**config.mk**
```make
export PLATFORM = sky130hd
export DESIGN_NAME = gen_big_field_table_flat
export DESIGN_NICKNAME = d
export VERILOG_FILES = /design/src/rtl/gen_big_field_table_if.sv /design/src/rtl/gen_big_field_table.sv /design/src/flat_wrapper.sv
export SDC_FILE = /design/constraint.sdc
export NUM_CORES = 1
export LEC_CHECK = 0
export CAP_MARGIN = 20
export CORE_AREA = 2 2 405 407
export CTS_CLUSTER_SIZE = 16
export DETAILED_ROUTE_END_ITERATION = 8
export DIE_AREA = 0 0 407 409
export MAX_ROUTING_LAYER = met4
export PLACE_DENSITY_LB_ADDON = 0.1
export SLEW_MARGIN = 20
export SYNTH_ARGS = -nofsm -noshare
export SYNTH_HDL_FRONTEND = slang
export SYNTH_SLANG_ARGS = --single-unit
```
**constraint.sdc**
```tcl
create_clock -name clock -period 36.8 [get_ports clock]
set_input_delay 5.52 -clock clock [delete_from_list [all_inputs] [get_ports clock]]
set_output_delay 5.52 -clock clock [all_outputs]
set_load 0.01 [all_outputs]
```
**src/rtl/gen_big_field_table_if.sv**
```systemverilog
// -----------------------------------------------------------------------------
// axi_stream_inf : AXI-stream bundle shared by the header inserter and its
// neighbours. The clock is not part of the bundle; every user runs on the
// single design clock.
//
//   tvalid/tready : handshake
//   tdata         : DSIZE-bit word
//   tkeep         : byte enables, one per started byte of tdata
//   tuser         : single side-band bit
//   tlast         : last word of a frame
//
// Modports: master drives the payload and samples tready, slaver the reverse.
// -----------------------------------------------------------------------------
interface axi_stream_inf #(
    parameter int DSIZE = 8
) ();
    localparam int KSIZE = (DSIZE + 7) / 8;

    logic             tvalid;
    logic             tready;
    logic [DSIZE-1:0] tdata;
    logic [KSIZE-1:0] tkeep;
    logic             tuser;
    logic             tlast;

    modport master (output tvalid, tdata, tkeep, tuser, tlast, input tready);
    modport slaver (input tvalid, tdata, tkeep, tuser, tlast, output tready);
endinterface

```
**src/rtl/gen_big_field_table.sv**
```systemverilog
// -----------------------------------------------------------------------------
// gen_big_field_table : transmit-side frame-header inserter.
//
// For every upstream AXI-stream frame the block optionally emits FIELD_LEN
// header words (taken from a snapshot of `value`, value[0] first) and then
// forwards the frame payload unchanged, with zero added latency once the body
// is flowing.
//
// Ports
//   clock      : single clock for both stream interfaces
//   rst_n      : asynchronous active-low reset
//   enable     : insert a header on this frame; sampled at frame start only
//   value      : header words, snapshotted at frame start
//   busy       : high from frame start until the cycle after the body tlast
//   cm_tb_s    : payload frames in  (slaver)
//   cm_tb_m    : header + payload frames out (master)
//   frame_cnt  : body tlast handshakes seen       (GEN_BIG_FIELD_STAT_EN only)
//   hdr_cnt    : frames that carried a header     (GEN_BIG_FIELD_STAT_EN only)
//
// Build option: define GEN_BIG_FIELD_STAT_EN to add the two 16-bit wrapping
// statistics counters. Without it the ports and logic do not exist.
// -----------------------------------------------------------------------------
module gen_big_field_table #(
    parameter int DSIZE      = 8,
    parameter int FIELD_LEN  = 16 * 8,
    parameter     FIELD_NAME = "Big Filed"
) (
    input  logic             clock,
    input  logic             rst_n,
    input  logic             enable,
    input  logic [DSIZE-1:0] value [0:FIELD_LEN-1],
    output logic             busy,
`ifdef GEN_BIG_FIELD_STAT_EN
    output logic [15:0]      frame_cnt,
    output logic [15:0]      hdr_cnt,
`endif
    axi_stream_inf.slaver    cm_tb_s,
    axi_stream_inf.master    cm_tb_m
);
    localparam int KSIZE = (DSIZE + 7) / 8;
    // A 1-word header still needs a 1-bit counter.
    localparam int            CW       = (FIELD_LEN > 1) ? $clog2(FIELD_LEN) : 1;
    localparam logic [CW-1:0] LAST_IDX = CW'(FIELD_LEN - 1);

    typedef enum logic [1:0] {IDLE, HEAD, BODY} state_t;

    state_t           state_q, state_d;
    logic [CW-1:0]    cnt_q, cnt_d;
    logic             busy_q, busy_d;
    logic             load_shadow;
    logic [DSIZE-1:0] shadow_q [0:FIELD_LEN-1];

    logic             m_tvalid;
    logic [DSIZE-1:0] m_tdata;
    logic [KSIZE-1:0] m_tkeep;
    logic             m_tuser;
    logic             m_tlast;
    logic             s_tready;

    // NOTE: every signal written here gets a default first, so no path
    // through the case statement can leave a value held (no latches).
    always_comb begin
        state_d     = state_q;
        cnt_d       = cnt_q;
        load_shadow = 1'b0;
        m_tvalid    = 1'b0;
        m_tdata     = '0;
        m_tkeep     = '0;
        m_tuser     = 1'b0;
        m_tlast     = 1'b0;
        s_tready    = 1'b0;

        case (state_q)
            IDLE: begin
                // Frame start: the upstream word is held (tready=0) while we
                // decide between header insertion and plain pass-through.
                if (cm_tb_s.tvalid) begin
                    if (enable) begin
                        load_shadow = 1'b1;
                        cnt_d       = '0;
                        state_d     = HEAD;
                    end else begin
                        state_d = BODY;
                    end
                end
            end
            HEAD: begin
                m_tvalid = 1'b1;
                m_tdata  = shadow_q[cnt_q];
                m_tkeep  = '1;
                if (cm_tb_m.tready) begin
                    if (cnt_q == LAST_IDX) begin
                        cnt_d   = '0;
                        state_d = BODY;
                    end else begin
                        cnt_d = cnt_q + CW'(1);
                    end
                end
            end
            BODY: begin
                m_tvalid = cm_tb_s.tvalid;
                m_tdata  = cm_tb_s.tdata;
                m_tkeep  = cm_tb_s.tkeep;
                m_tuser  = cm_tb_s.tuser;
                m_tlast  = cm_tb_s.tlast;
                s_tready = cm_tb_m.tready;
                if (cm_tb_s.tvalid && cm_tb_m.tready && cm_tb_s.tlast) begin
                    state_d = IDLE;
                end
            end
            default: state_d = IDLE;
        endcase

        // Rises with the exit from IDLE, falls one cycle after the return.
        busy_d = (state_q != IDLE) || (state_d != IDLE);
    end

    // NOTE: state registers use non-blocking assignments so every flop sees
    // the pre-edge value of every other flop.
    always_ff @(posedge clock or negedge rst_n) begin
        if (!rst_n) begin
            state_q <= IDLE;
            cnt_q   <= '0;
            busy_q  <= 1'b0;
        end else begin
            state_q <= state_d;
            cnt_q   <= cnt_d;
            busy_q  <= busy_d;
        end
    end

    // NOTE: the shadow array carries no reset; it is always reloaded before
    // HEAD reads it, so a reset would only cost routing.
    always_ff @(posedge clock) begin
        if (load_shadow) begin
            shadow_q <= value;
        end
    end

`ifdef GEN_BIG_FIELD_STAT_EN
    logic [15:0] frame_cnt_q;
    logic [15:0] hdr_cnt_q;

    always_ff @(posedge clock or negedge rst_n) begin
        if (!rst_n) begin
            frame_cnt_q <= '0;
            hdr_cnt_q   <= '0;
        end else begin
            if (state_q == BODY && cm_tb_s.tvalid && cm_tb_m.tready && cm_tb_s.tlast) begin
                frame_cnt_q <= frame_cnt_q + 16'd1;
            end
            if (load_shadow) begin
                hdr_cnt_q <= hdr_cnt_q + 16'd1;
            end
        end
    end

    assign frame_cnt = frame_cnt_q;
    assign hdr_cnt   = hdr_cnt_q;
`endif

    // The header index can never leave the shadow array.
    always_ff @(posedge clock) begin
        if (rst_n && state_q == HEAD) begin
            assert (int'(cnt_q) < FIELD_LEN)
                else $error("%s: header index %0d out of range", FIELD_NAME, cnt_q);
        end
    end

    assign busy           = busy_q;
    assign cm_tb_m.tvalid = m_tvalid;
    assign cm_tb_m.tdata  = m_tdata;
    assign cm_tb_m.tkeep  = m_tkeep;
    assign cm_tb_m.tuser  = m_tuser;
    assign cm_tb_m.tlast  = m_tlast;
    assign cm_tb_s.tready = s_tready;
endmodule
```
**src/flat_wrapper.sv**
```systemverilog
// flat-port wrapper written by rule: the top's interface ports become plain ports
module gen_big_field_table_flat 
#(
    parameter int DSIZE      = 8,
    parameter int FIELD_LEN  = 16 * 8,
    parameter     FIELD_NAME = "         "
)
  (clock, rst_n, enable, value, busy, cm_tb_s_tvalid, cm_tb_s_tdata, cm_tb_s_tkeep, cm_tb_s_tuser, cm_tb_s_tlast, cm_tb_s_tready, cm_tb_m_tvalid, cm_tb_m_tdata, cm_tb_m_tkeep, cm_tb_m_tuser, cm_tb_m_tlast, cm_tb_m_tready);
  axi_stream_inf #(.DSIZE(DSIZE)) cm_tb_s_i ();
  axi_stream_inf #(.DSIZE(DSIZE)) cm_tb_m_i ();
  input  logic clock;
  input  logic rst_n;
  input  logic enable;
  input  logic [DSIZE-1:0] value[0:FIELD_LEN-1];
  output logic busy;
  input wire logic [$bits(cm_tb_s_i.tvalid)-1:0] cm_tb_s_tvalid;
  input wire logic [$bits(cm_tb_s_i.tdata)-1:0] cm_tb_s_tdata;
  input wire logic [$bits(cm_tb_s_i.tkeep)-1:0] cm_tb_s_tkeep;
  input wire logic [$bits(cm_tb_s_i.tuser)-1:0] cm_tb_s_tuser;
  input wire logic [$bits(cm_tb_s_i.tlast)-1:0] cm_tb_s_tlast;
  output wire logic [$bits(cm_tb_s_i.tready)-1:0] cm_tb_s_tready;
  output wire logic [$bits(cm_tb_m_i.tvalid)-1:0] cm_tb_m_tvalid;
  output wire logic [$bits(cm_tb_m_i.tdata)-1:0] cm_tb_m_tdata;
  output wire logic [$bits(cm_tb_m_i.tkeep)-1:0] cm_tb_m_tkeep;
  output wire logic [$bits(cm_tb_m_i.tuser)-1:0] cm_tb_m_tuser;
  output wire logic [$bits(cm_tb_m_i.tlast)-1:0] cm_tb_m_tlast;
  input wire logic [$bits(cm_tb_m_i.tready)-1:0] cm_tb_m_tready;
  assign cm_tb_s_i.tvalid = cm_tb_s_tvalid;
  assign cm_tb_s_i.tdata = cm_tb_s_tdata;
  assign cm_tb_s_i.tkeep = cm_tb_s_tkeep;
  assign cm_tb_s_i.tuser = cm_tb_s_tuser;
  assign cm_tb_s_i.tlast = cm_tb_s_tlast;
  assign cm_tb_s_tready = cm_tb_s_i.tready;
  assign cm_tb_m_tvalid = cm_tb_m_i.tvalid;
  assign cm_tb_m_tdata = cm_tb_m_i.tdata;
  assign cm_tb_m_tkeep = cm_tb_m_i.tkeep;
  assign cm_tb_m_tuser = cm_tb_m_i.tuser;
  assign cm_tb_m_tlast = cm_tb_m_i.tlast;
  assign cm_tb_m_i.tready = cm_tb_m_tready;
  gen_big_field_table #(.DSIZE(DSIZE), .FIELD_LEN(FIELD_LEN), .FIELD_NAME(FIELD_NAME)) u_core (.clock(clock), .rst_n(rst_n), .enable(enable), .value(value), .busy(busy), .cm_tb_s(cm_tb_s_i), .cm_tb_m(cm_tb_m_i));
endmodule
```
==> impl_metrics.py, run 1 <==
metrics = {
    "outcome": {
        "run_status": "completed",
    },
    "die": {
        "std_cell_rows": 148,
        "io_pins": 1054,
        "die_width_um": 407,
        "floorplan.die.height_um": 409,
        "design.die.area_um2": 166000,
        "design.core.area_um2": 162000,
        "start_util_pct": 24.7,
    },
    "worst_setup_path": {
        "worst-r2r-setup-slack_ps": 31950,
        "cp-start-kind": "input port",
        "worst_ep_arrival_time_ps": 8020,
        "crit_path_end_kind": "primary output",
        "cp_max_fo": 3,
        "worst-setup-path-type": "input port to primary output",
        "critPathRequiredTime_ps": 31280,
    },
    "sta": {
        "timing_worst_slew_pin_value_ps": 1110,
        "setup_ws_ps": 23260,
        "clock-skew-final_ps": 25.2,
        "hold_viol_final": 0,
        "pins_over_their_slew_limit": 0,
        "timing.hold.ws_ps": 659,
        "max_clock_freq_mhz": 73.9,
        "rsz_0062_raised_after_global_routing": "false",
        "post-route-period-util_pct": 36.8,
        "setup-violations-final": 0,
        "totalNegativeSetupSlack_ps": 0,
        "finalWorstPathRequiredPeriod_ps": 13540,
        "slew_headroom_pct": 25.9,
    },
    "logic_synthesis": {
        "dominantRegCellSynth": "sky130_fd_sc_hd__edfxtp_1",
        "async_reset_ff_share_pct": 0.967,
        "synth-seq-area-share_pct": 77.3,
        "synth.yosys.warnings": 0,
        "postSynthCellCount": 1857,
        "syn_area_um2": 40100,
        "synth_edf_count": 1024,
        "postSynthRegisterBits": 1034,
        "synth_area_per_cell_um2": 21.6,
        "synth.lib_cells_used.distinct": 53,
        "synthesis.nets": 2902,
    },
    "place": {
        "portBuffers": 1053,
        "worst_slack_at_placement_ps": 23320,
        "detailedPlacementHpwl_mm": 130,
        "globalplace.congestion": 0.810,
    },
    "layout": {
        "final_layout_size_suffix_gt1_share_pct": 15.8,
        "fillers": 15300,
        "area_growth_pct": 42.8,
        "utilization_pct": 35.3,
        "final_net_count": 4023,
    },
    "clock_tree": {
        "cts_max_path_buffers": 3,
        "cts_inserted_buffers": 119,
        "cts_sinks": 1034,
        "cts-root-buf": "sky130_fd_sc_hd__clkbuf_16",
        "post_cts_buffers": 0,
        "cts_tree": "yes",
        "cts_hold_buf": 0,
        "cts.repair.resized": 0,
        "cts.clk_slew.worst_paths_ps": 50,
        "htreeDepth": 3,
        "worst_skew_pair.late_latency_ps": 730,
    },
    "global_route": {
        "grt_first_pass_wirelength_mm": 222,
        "grt_antenna_before_repair": 126,
        "grt_start_max_net_pins": 179,
        "global_route.overflow_total": 0,
        "grt_pass1_vias": 25400,
        "grt_use_total_pct": 20.6,
    },
    "route": {
        "drt_first_pass_iters": 5,
        "drt_iter0_drc": 1686,
        "ant_nets": 0,
        "detailroute.via_count": 23600,
        "routed_wirelength_mm": 170,
        "post-route-drc-count": 0,
        "via_per_inst": 4.42,
        "routed_length_per_instance_um": 31.9,
    },
    "power_and_ir_drop": {
        "static-leakage-power_nw": 18.0,
        "power_per_cell_area_nw_per_um2": 64.0,
        "irDropWorstVdd_mv": 0.0406,
    },
    "job": {
        "drv.max_cap_violation_count": 0,
    },
    "hold_path": {
        "hp-class": "flip-flop to flip-flop",
    },
}
==> sequential cells by signal, summed over array words and instances (netlist names) <==
register / cells
u_core.busy: 1
u_core.shadow_q: 1024
u_core.state_q: 2
u_core.cnt_q: 7
==> layout make-up <==
cell class                      count  area [um^2]  area share [%]
Antenna cell                       92          230           0.402
Tap cell                         2175         2720            4.75
Clock inverter                     70          643            1.12
Sequential cell                  1034        31000            54.2
Clock buffer                      145         3120            5.45
Multi-Input combinational cell    713         8520            14.9
Inverter                            9         41.3          0.0721
Timing Repair Buffer             1101        11000            19.1
==> report_power, final <==
| group | leakage (nW) | total (mW) | switching, mW | internal (mW) |
|---|---|---|---|---|
| sequential | 9.55 | 1.53 | 0.0607 | 1.47 |
| combinational | 6.59 | 0.981 | 0.570 | 0.411 |
| clock | 1.82 | 1.15 | 0.487 | 0.667 |
==> Yosys cell counts, types with 2 or more instances <==
master | n | area (um^2)
sky130_fd_sc_hd__nor4bb_1 | 3 | 30.0
sky130_fd_sc_hd__nor4_1 | 2 | 12.5
sky130_fd_sc_hd__nor3_1 | 12 | 60.1
sky130_fd_sc_hd__o21ai_0 | 24 | 120
sky130_fd_sc_hd__nor2_1 | 22 | 82.6
sky130_fd_sc_hd__a21oi_1 | 22 | 110
sky130_fd_sc_hd__o221ai_1 | 15 | 131
sky130_fd_sc_hd__o22a_1 | 2 | 17.5
sky130_fd_sc_hd__nand2b_1 | 3 | 18.8
sky130_fd_sc_hd__a211o_1 | 11 | 96.3
sky130_fd_sc_hd__nand2_1 | 33 | 124
sky130_fd_sc_hd__buf_6 | 8 | 90.1
sky130_fd_sc_hd__buf_2 | 50 | 250
sky130_fd_sc_hd__a2111oi_2 | 2 | 30.0
sky130_fd_sc_hd__mux4_2 | 192 | 4320
sky130_fd_sc_hd__a32oi_1 | 2 | 17.5
sky130_fd_sc_hd__a221oi_1 | 12 | 105
sky130_fd_sc_hd__o22ai_1 | 78 | 488
sky130_fd_sc_hd__nor4b_1 | 6 | 52.6
sky130_fd_sc_hd__o31ai_1 | 4 | 30.0
sky130_fd_sc_hd__and2_1 | 11 | 68.8
sky130_fd_sc_hd__ha_1 | 5 | 62.6
sky130_fd_sc_hd__dfrtp_1 | 10 | 250
sky130_fd_sc_hd__mux2_2 | 63 | 709
sky130_fd_sc_hd__buf_4 | 17 | 128
sky130_fd_sc_hd__o21ba_2 | 2 | 20.0
sky130_fd_sc_hd__a221o_1 | 2 | 20.0
sky130_fd_sc_hd__inv_1 | 9 | 33.8
sky130_fd_sc_hd__edfxtp_1 | 1024 | 30700
sky130_fd_sc_hd__nand4_1 | 2 | 12.5
sky130_fd_sc_hd__buf_1 | 6 | 22.5
sky130_fd_sc_hd__nand3_1 | 5 | 25.0
sky130_fd_sc_hd__nor2b_1 | 6 | 37.5
sky130_fd_sc_hd__o41ai_1 | 3 | 26.3
sky130_fd_sc_hd__a41oi_1 | 2 | 17.5
sky130_fd_sc_hd__mux2i_1 | 149 | 1490
sky130_fd_sc_hd__clkbuf_1 | 20 | 75.1
sky130_fd_sc_hd__o21a_1 | 3 | 22.5
==> logic make-up after synthesis <==
| kind of cell | synth area share [%] |
|---|---|
| compound gates | 3.28 |
| fa+ha+maj | 0.156 |
| buf+inv | 1.50 |
| flops | 77.3 |
| mux | 16.3 |
| simple gates | 1.45 |
==> metrics by stage <==
stage	instance area [um^2]	std cells	power, mW
2_1_floorplan	40100	1857	2.24
3_3_place_gp	53200	5029	2.56
3_5_place_dp	53200	5031	2.57
4_1_cts	57000	5246	3.74
5_1_grt	57200	5327	3.82
6_report	57200	5339	3.66
==> per-layer routing <==
metal  GRT usage (%)  share of wire, %  vias up
li1                -                 -    10200
met1            22.5                38    12100
met2            36.3                53      987
met3            6.28               7.7      240
met4            4.52               2.3        0
met5               -                 0        -
==> placed cells by master, fill, tap and decap left out, types with 3 or more instances in the layout <==
| cell | Yosys | routed |
|---|---|---|
| sky130_fd_sc_hd__a211o_1 | 11 | 11 |
| sky130_fd_sc_hd__a21oi_1 | 22 | 22 |
| sky130_fd_sc_hd__a221oi_1 | 12 | 11 |
| sky130_fd_sc_hd__and2_1 | 11 | 10 |
| sky130_fd_sc_hd__buf_12 | 0 | 3 |
| sky130_fd_sc_hd__buf_4 | 17 | 43 |
| sky130_fd_sc_hd__bufinv_16 | 0 | 10 |
| sky130_fd_sc_hd__clkbuf_1 | 20 | 24 |
| sky130_fd_sc_hd__clkbuf_16 | 0 | 121 |
| sky130_fd_sc_hd__clkdlybuf4s50_1 | 0 | 1053 |
| sky130_fd_sc_hd__clkinv_1 | 0 | 35 |
| sky130_fd_sc_hd__clkinv_2 | 0 | 16 |
| sky130_fd_sc_hd__clkinvlp_4 | 0 | 4 |
| sky130_fd_sc_hd__dfrtp_1 | 10 | 5 |
| sky130_fd_sc_hd__dfrtp_4 | 0 | 4 |
| sky130_fd_sc_hd__diode_2 | 0 | 92 |
| sky130_fd_sc_hd__edfxtp_1 | 1024 | 1024 |
| sky130_fd_sc_hd__ha_1 | 5 | 5 |
| sky130_fd_sc_hd__inv_1 | 9 | 7 |
| sky130_fd_sc_hd__mux2_2 | 63 | 63 |
| sky130_fd_sc_hd__mux2i_1 | 149 | 149 |
| sky130_fd_sc_hd__mux4_2 | 192 | 192 |
| sky130_fd_sc_hd__nand2_1 | 33 | 30 |
| sky130_fd_sc_hd__nand2_2 | 0 | 3 |
| sky130_fd_sc_hd__nand3_1 | 5 | 5 |
| sky130_fd_sc_hd__nor2_1 | 22 | 22 |
| sky130_fd_sc_hd__nor2b_1 | 6 | 5 |
| sky130_fd_sc_hd__nor3_1 | 12 | 11 |
| sky130_fd_sc_hd__nor4b_1 | 6 | 6 |
| sky130_fd_sc_hd__nor4bb_1 | 3 | 3 |
| sky130_fd_sc_hd__o21a_1 | 3 | 3 |
| sky130_fd_sc_hd__o21ai_0 | 24 | 24 |
| sky130_fd_sc_hd__o221ai_1 | 15 | 15 |
| sky130_fd_sc_hd__o22ai_1 | 78 | 78 |
| sky130_fd_sc_hd__o31ai_1 | 4 | 4 |
| sky130_fd_sc_hd__o41ai_1 | 3 | 3 |
==> final timing paths <==
path | start | end | depth (start not counted)
setup reg to reg | u_core.state_q[1] | u_core.shadow_q[19] | 7
hold reg to reg | u_core.state_q[0] | u_core.state_q[1] | 2
max in group asynchronous | rst_n | u_core.cnt_q[2] | 1
min in group asynchronous | rst_n | u_core.state_q[0] | 1
hold / removal | u_core.state_q[0] | u_core.state_q[1] | 2
setup / recovery | cm_tb_s_tdata[6] | cm_tb_m_tdata[6] | 6
==> worst max-delay path: stages <==
cell	delay (ps)
sky130_fd_sc_hd__clkdlybuf4s50_1	520
sky130_fd_sc_hd__a21oi_1	80
sky130_fd_sc_hd__nor4bb_1	170
sky130_fd_sc_hd__a221oi_2	850
sky130_fd_sc_hd__buf_4	300
sky130_fd_sc_hd__clkdlybuf4s50_1	550
(Power assumes the default switching activity.)
==> run 2, diff against run 1 <==
--- a/config.mk
+++ b/config.mk
@@ -6,10 +6,10 @@
 export NUM_CORES = 1
 export LEC_CHECK = 0
 export CAP_MARGIN = 20
-export CORE_AREA = 2 2 405 407
+export CORE_AREA = 2 2 409 411
 export CTS_CLUSTER_SIZE = 16
 export DETAILED_ROUTE_END_ITERATION = 8
-export DIE_AREA = 0 0 407 409
+export DIE_AREA = 0 0 411 413
 export MAX_ROUTING_LAYER = met4
 export PLACE_DENSITY_LB_ADDON = 0.1
 export SLEW_MARGIN = 20
==> constraint.sdc (replaced) <==
create_clock -name clock -period 11.8 [get_ports clock]
set_input_delay 1.77 -clock clock [delete_from_list [all_inputs] [get_ports clock]]
set_output_delay 1.77 -clock clock [all_outputs]
set_load 0.01 [all_outputs]
==> impl_metrics.py, run 2 (same netlist as run 1, synthesis figures left out) <==
metrics = {
    "sta": {
        "slew_headroom_pct": 23.5,
        "hold_viol_final": 0,
        "finalWorstPathRequiredPeriod_ps": 7610,
        "pins_over_their_slew_limit": 0,
        "rsz_0062_raised_after_global_routing": "false",
        "setup-violations-final": 0,
        "timing_worst_slew_pin_value_ps": 1150,
        "clock-skew-final_ps": 33.0,
        "post-route-period-util_pct": 64.5,
        "totalNegativeSetupSlack_ps": 0,
        "max_clock_freq_mhz": 131,
    },
    "worst_setup_path": {
        "worst-setup-path-type": "flip-flop to primary output",
        "cp_max_fo": 84,
        "cp-start-kind": "flip-flop",
        "worst_r2r_startpoint": "u_core.state_q[1]",
        "worst-r2r-setup-slack_ps": 8190,
        "crit_path_end_kind": "primary output",
        "crit-reg2reg-capture": "u_core.shadow_q[138]",
        "worst_ep_arrival_time_ps": 5840,
        "ff2ff_path_depth": 7,
        "critPathRequiredTime_ps": 10030,
    },
    "clock_tree": {
        "post_cts_buffers": 0,
        "cts_hold_buf": 0,
        "cts_tree": "yes",
        "htreeDepth": 3,
        "worst_skew_pair.late_latency_ps": 740,
        "cts_inserted_buffers": 119,
        "cts_max_path_buffers": 3,
        "cts-root-buf": "sky130_fd_sc_hd__clkbuf_16",
        "cts_sinks": 1034,
        "cts.repair.resized": 0,
        "cts.clk_slew.worst_paths_ps": 60,
    },
    "power_and_ir_drop": {
        "power_switching_mw": 3.47,
        "part_of_the_power_in_combinational_logic_pct": 26.2,
        "seq_power_share_pct": 42.2,
        "power_per_cell_area_nw_per_um2": 199,
        "pwr-share-clk_pct": 31.6,
        "p_total_mw": 11.4,
        "power.share.switching_pct": 30.5,
        "internal_power_contribution_mw": 7.89,
        "static-leakage-power_nw": 17.9,
        "irDropWorstVdd_mv": 0.153,
    },
    "route": {
        "drt_iter0_drc": 1674,
        "detailroute.via_count": 23400,
        "post-route-drc-count": 0,
        "routed_length_per_instance_um": 31.7,
        "routed_wirelength_mm": 169,
        "ant_nets": 0,
        "drt_first_pass_iters": 8,
        "via_per_inst": 4.39,
    },
    "die": {
        "io_pins": 1054,
        "design.die.area_um2": 170000,
        "floorplan.die.height_um": 413,
        "start_util_pct": 24.2,
        "std_cell_rows": 150,
        "design.core.area_um2": 166000,
        "die_width_um": 411,
    },
    "layout": {
        "final_layout_size_suffix_gt1_share_pct": 15.5,
        "layout.cells.most_common": "sky130_fd_sc_hd__clkdlybuf4s50_1",
        "utilization_pct": 34.5,
        "layoutNonFillerInstCount": 5339,
        "largest_register_ffs": 1024,
        "fillers": 15800,
        "multi_input_comb_area_um2": 8520,
        "biggestRegsByFlops": "u_core.shadow_q x1024, u_core.cnt_q x7, u_core.state_q x2",
        "area.sequential_um2": 31000,
        "registers.top_by_ff_count": "u_core.shadow_q",
        "area_growth_pct": 42.6,
        "final_cell_mix": "sky130_fd_sc_hd__clkdlybuf4s50_1, sky130_fd_sc_hd__edfxtp_1, sky130_fd_sc_hd__mux4_2, sky130_fd_sc_hd__mux2i_1, sky130_fd_sc_hd__clkbuf_16",
        "final_net_count": 4004,
    },
    "hold_path": {
        "hold-path-endpoint": "u_core.state_q[1]",
        "hold-path-cell-count": 2,
        "hp-class": "flip-flop to flip-flop",
        "timing.hold.worst.start": "u_core.state_q[0]",
    },
    "place": {
        "detailedPlacementHpwl_mm": 129,
        "globalplace.congestion": 0.868,
        "dp.cells": 5040,
        "portBuffers": 1053,
    },
    "global_route": {
        "grt_first_pass_wirelength_mm": 220,
        "grt_antenna_before_repair": 99,
        "global_route.overflow_total": 0,
        "grt_use_total_pct": 19.9,
        "grt_pass1_vias": 25300,
        "grt_start_max_net_pins": 186,
    },
    "outcome": {
        "run_status": "completed",
    },
    "job": {
        "drv.max_cap_violation_count": 0,
    },
}
-- run 2: critical path, cell delays in order (launching register included) --
cell	delay, ps
sky130_fd_sc_hd__dfrtp_4	790
sky130_fd_sc_hd__buf_12	590
sky130_fd_sc_hd__buf_4	640
sky130_fd_sc_hd__mux4_2	330
sky130_fd_sc_hd__mux2i_1	110
sky130_fd_sc_hd__o22ai_1	780
sky130_fd_sc_hd__nor4bb_1	230
sky130_fd_sc_hd__a221oi_1	800
sky130_fd_sc_hd__clkdlybuf4s50_1	710
-- run 2: area by class of cell --
cell class,count,share of cell area [%]
clock buffer,155,5.54
antenna,77,0.337
multi-input combinational,713,14.9
clock inverter,65,1.07
inverter,9,0.0657
sequential,1034,54.3
timing repair buffer,1082,19.0
tap,2204,4.82
-- run 2: per-layer routing --
metal	part of all wire, %	GRT usage [%]	routed length (um)	vias to the layer above
li1	-	-	-	10200
met1	38	22.6	64900	12000
met2	52	34.6	88500	1012
met3	7.2	5.43	12100	217
met4	2.2	5.00	3750	0
met5	0	-	0	-
-- run 2: how the worst max path moves through the flow --
| stage | start | end | slack (ps) |
|---|---|---|---|
| 6_report | u_core.cnt_q[0] | cm_tb_m_tdata[1] | 4190 |
| 5_1_grt | u_core.cnt_q[0] | cm_tb_m_tdata[1] | 3820 |
| 4_1_cts | u_core.cnt_q[2] | cm_tb_m_tdata[0] | 3960 |
| 3_5_place_dp | u_core.cnt_q[4] | cm_tb_m_tdata[3] | 4810 |
| 3_3_place_gp | u_core.cnt_q[0] | cm_tb_m_tdata[6] | 4490 |
| 2_1_floorplan | enable | u_core.shadow_q[0] | -5890 |
-- run 2: power by group through the flow --
stage,combinational (mW),clock (mW),sequential (mW)
finish,2.98,3.58,4.80
global route,3.19,3.83,4.84
CTS,3.10,3.70,4.82
detailed placement,3.09,0,4.89
global placement,3.07,0,4.88
floorplan,1.70,0,5.09
-- run 2: through the flow --
step / cell area, um^2 / hold WS (ps) / setup WS (ps)
finish: 57200 / 632 / 4190
global route: 57100 / 699 / 3820
CTS: 56900 / 630 / 3960
detailed placement: 53100 / 627 / 4810
global placement: 53100 / 617 / 4490
floorplan: 40100 / 590 / -5890
==> run 3, diff against run 2 <==
--- a/config.mk
+++ b/config.mk
@@ -6,10 +6,10 @@
 export NUM_CORES = 1
 export LEC_CHECK = 0
 export CAP_MARGIN = 20
-export CORE_AREA = 2 2 409 411
+export CORE_AREA = 2 2 405 407
 export CTS_CLUSTER_SIZE = 16
 export DETAILED_ROUTE_END_ITERATION = 8
-export DIE_AREA = 0 0 411 413
+export DIE_AREA = 0 0 407 409
 export MAX_ROUTING_LAYER = met4
 export PLACE_DENSITY_LB_ADDON = 0.1
 export SLEW_MARGIN = 20
==> constraint.sdc (replaced) <==
create_clock -name clock -period 8 [get_ports clock]
set_input_delay 1.2 -clock clock [delete_from_list [all_inputs] [get_ports clock]]
set_output_delay 1.2 -clock clock [all_outputs]
set_load 0.01 [all_outputs]
==> impl_metrics.py, run 3 (same netlist as run 1, synthesis figures left out) <==
metrics = {
    "outcome": {
        "run_status": "completed",
    },
    "layout": {
        "layout.cells.most_common": "sky130_fd_sc_hd__clkdlybuf4s50_1",
        "utilization_pct": 35.6,
        "biggestRegsByFlops": "u_core.shadow_q x1024, u_core.cnt_q x7, u_core.state_q x2",
        "largest_register_ffs": 1024,
        "final_layout_size_suffix_gt1_share_pct": 16.3,
        "multi_input_comb_area_um2": 8540,
        "final_net_count": 4026,
        "registers.top_by_ff_count": "u_core.shadow_q",
        "fillers": 15200,
        "final_cell_mix": "sky130_fd_sc_hd__clkdlybuf4s50_1, sky130_fd_sc_hd__edfxtp_1, sky130_fd_sc_hd__mux4_2, sky130_fd_sc_hd__mux2i_1, sky130_fd_sc_hd__clkbuf_16",
        "area_growth_pct": 43.9,
        "area.sequential_um2": 31000,
    },
    "die": {
        "design.die.area_um2": 166000,
        "std_cell_rows": 148,
        "start_util_pct": 24.7,
        "die_width_um": 407,
        "design.core.area_um2": 162000,
        "floorplan.die.height_um": 409,
        "io_pins": 1054,
    },
    "worst_setup_path": {
        "worst-r2r-setup-slack_ps": 4630,
        "worst_r2r_startpoint": "u_core.cnt_q[0]",
        "worst-setup-path-type": "flip-flop to primary output",
        "critPathRequiredTime_ps": 6800,
        "crit_path_end_kind": "primary output",
        "cp-start-kind": "flip-flop",
        "crit-reg2reg-capture": "u_core.busy",
        "cp_max_fo": 23,
        "worst_ep_arrival_time_ps": 5680,
        "ff2ff_path_depth": 8,
    },
    "place": {
        "globalplace.congestion": 0.799,
        "detailedPlacementHpwl_mm": 132,
        "portBuffers": 1053,
    },
    "route": {
        "post-route-drc-count": 0,
        "drt_first_pass_iters": 5,
        "routed_wirelength_mm": 171,
        "routed_length_per_instance_um": 32.1,
        "drt_iter0_drc": 1850,
        "via_per_inst": 4.43,
        "detailroute.via_count": 23600,
        "ant_nets": 0,
    },
    "global_route": {
        "grt_pass1_vias": 25900,
        "grt_antenna_before_repair": 104,
        "grt_start_max_net_pins": 185,
        "global_route.overflow_total": 0,
        "grt_first_pass_wirelength_mm": 222,
        "grt_use_total_pct": 20.7,
    },
    "clock_tree": {
        "htreeDepth": 4,
        "cts_max_path_buffers": 3,
        "cts.repair.resized": 0,
        "cts_tree": "yes",
        "cts_inserted_buffers": 130,
        "cts.clk_slew.worst_paths_ps": 60,
        "cts-root-buf": "sky130_fd_sc_hd__clkbuf_16",
        "worst_skew_pair.late_latency_ps": 750,
        "cts_sinks": 1034,
        "post_cts_buffers": 0,
        "cts_hold_buf": 0,
    },
    "hold_path": {
        "hp-class": "flip-flop to flip-flop",
        "hold-path-cell-count": 2,
        "timing.hold.worst.start": "u_core.state_q[0]",
        "hold-path-endpoint": "u_core.state_q[1]",
    },
    "power_and_ir_drop": {
        "p_total_mw": 17.4,
        "power_per_cell_area_nw_per_um2": 302,
        "irDropWorstVdd_mv": 0.194,
        "static-leakage-power_nw": 18.2,
    },
    "sta": {
        "pins_over_their_slew_limit": 0,
        "max_clock_freq_mhz": 145,
        "post-route-period-util_pct": 86.0,
        "rsz_0062_raised_after_global_routing": "false",
        "finalWorstPathRequiredPeriod_ps": 6880,
        "timing_worst_slew_pin_value_ps": 1190,
        "slew_headroom_pct": 21.0,
        "hold_viol_final": 0,
        "clock-skew-final_ps": 24.7,
        "setup-violations-final": 0,
    },
    "job": {
        "drv.max_cap_violation_count": 0,
    },
}
## run 3: cell types whose count changed in the layout (fill, tap and decap cells not counted), moves of 6 or more
cell	previous run	this run
sky130_fd_sc_hd__clkinv_1	23	29
sky130_fd_sc_hd__clkbuf_16	120	135
sky130_fd_sc_hd__buf_4	21	31
sky130_fd_sc_hd__clkbuf_1	32	24
sky130_fd_sc_hd__bufinv_16	7	13
## run 3: worst max-delay path: stages (launching register included)
cell	delay, ps
sky130_fd_sc_hd__dfrtp_2	850
sky130_fd_sc_hd__and2_1	630
sky130_fd_sc_hd__nand2_2	710
sky130_fd_sc_hd__o22ai_1	1160
sky130_fd_sc_hd__nor4bb_1	280
sky130_fd_sc_hd__a221oi_1	440
sky130_fd_sc_hd__buf_4	240
sky130_fd_sc_hd__clkdlybuf4s50_1	570
## run 3: worst max path at each step
stage                                     to            start  slack [ps]  depth (start not counted)
after floorplan           u_core.shadow_q[0]           enable       -9120                          2
after global placement      cm_tb_m_tdata[2]  u_core.cnt_q[4]        1270                          7
after detailed placement    cm_tb_m_tdata[2]  u_core.cnt_q[4]        1810                          8
after CTS                   cm_tb_m_tdata[2]  u_core.cnt_q[4]        1000                          8
after global routing        cm_tb_m_tdata[2]  u_core.cnt_q[4]         980                          8
final                       cm_tb_m_tdata[1]  u_core.cnt_q[4]        1120                          7
## run 3: final cells by class
class / count / share of cell area, %
clock inverters: 74 / 1.32
flip-flops and latches: 1034 / 53.8
diodes: 77 / 0.334
well taps: 2175 / 4.72
repair buffers: 1093 / 19.0
clock buffers: 159 / 6.01
inverters: 9 / 0.0651
multi-input cells: 713 / 14.8
## run 3: report_power, final
| group | leakage (nW) | switching (mW) | total (mW) | internal (mW) |
|---|---|---|---|---|
| registers | 9.55 | 0.286 | 7.04 | 6.75 |
| clock network | 2.07 | 2.35 | 5.86 | 3.51 |
| logic | 6.55 | 2.59 | 4.50 | 1.90 |
## run 3: routing by layer
layer  wire length (um)  up-vias  track usage, %
li1                   -    10200               -
met1              64400    12200            22.7
met2              90700      980            37.1
met3              12600      220            6.05
met4               3320        0            4.01
met5                  0        -               -
## run 3: stage by stage
step / instances / hold WS [ps] / instance area (um^2) / setup TNS (ps) / setup WS [ps]
CTS: 5257 / 686 / 57500 / 0 / 995
detailed placement: 5024 / 673 / 53300 / 0 / 1810
global route: 5320 / 719 / 57700 / 0 / 976
floorplan: 1857 / 590 / 40100 / -9353280 / -9120
finish: 5334 / 703 / 57700 / 0 / 1120
global placement: 5020 / 620 / 53200 / 0 / 1270
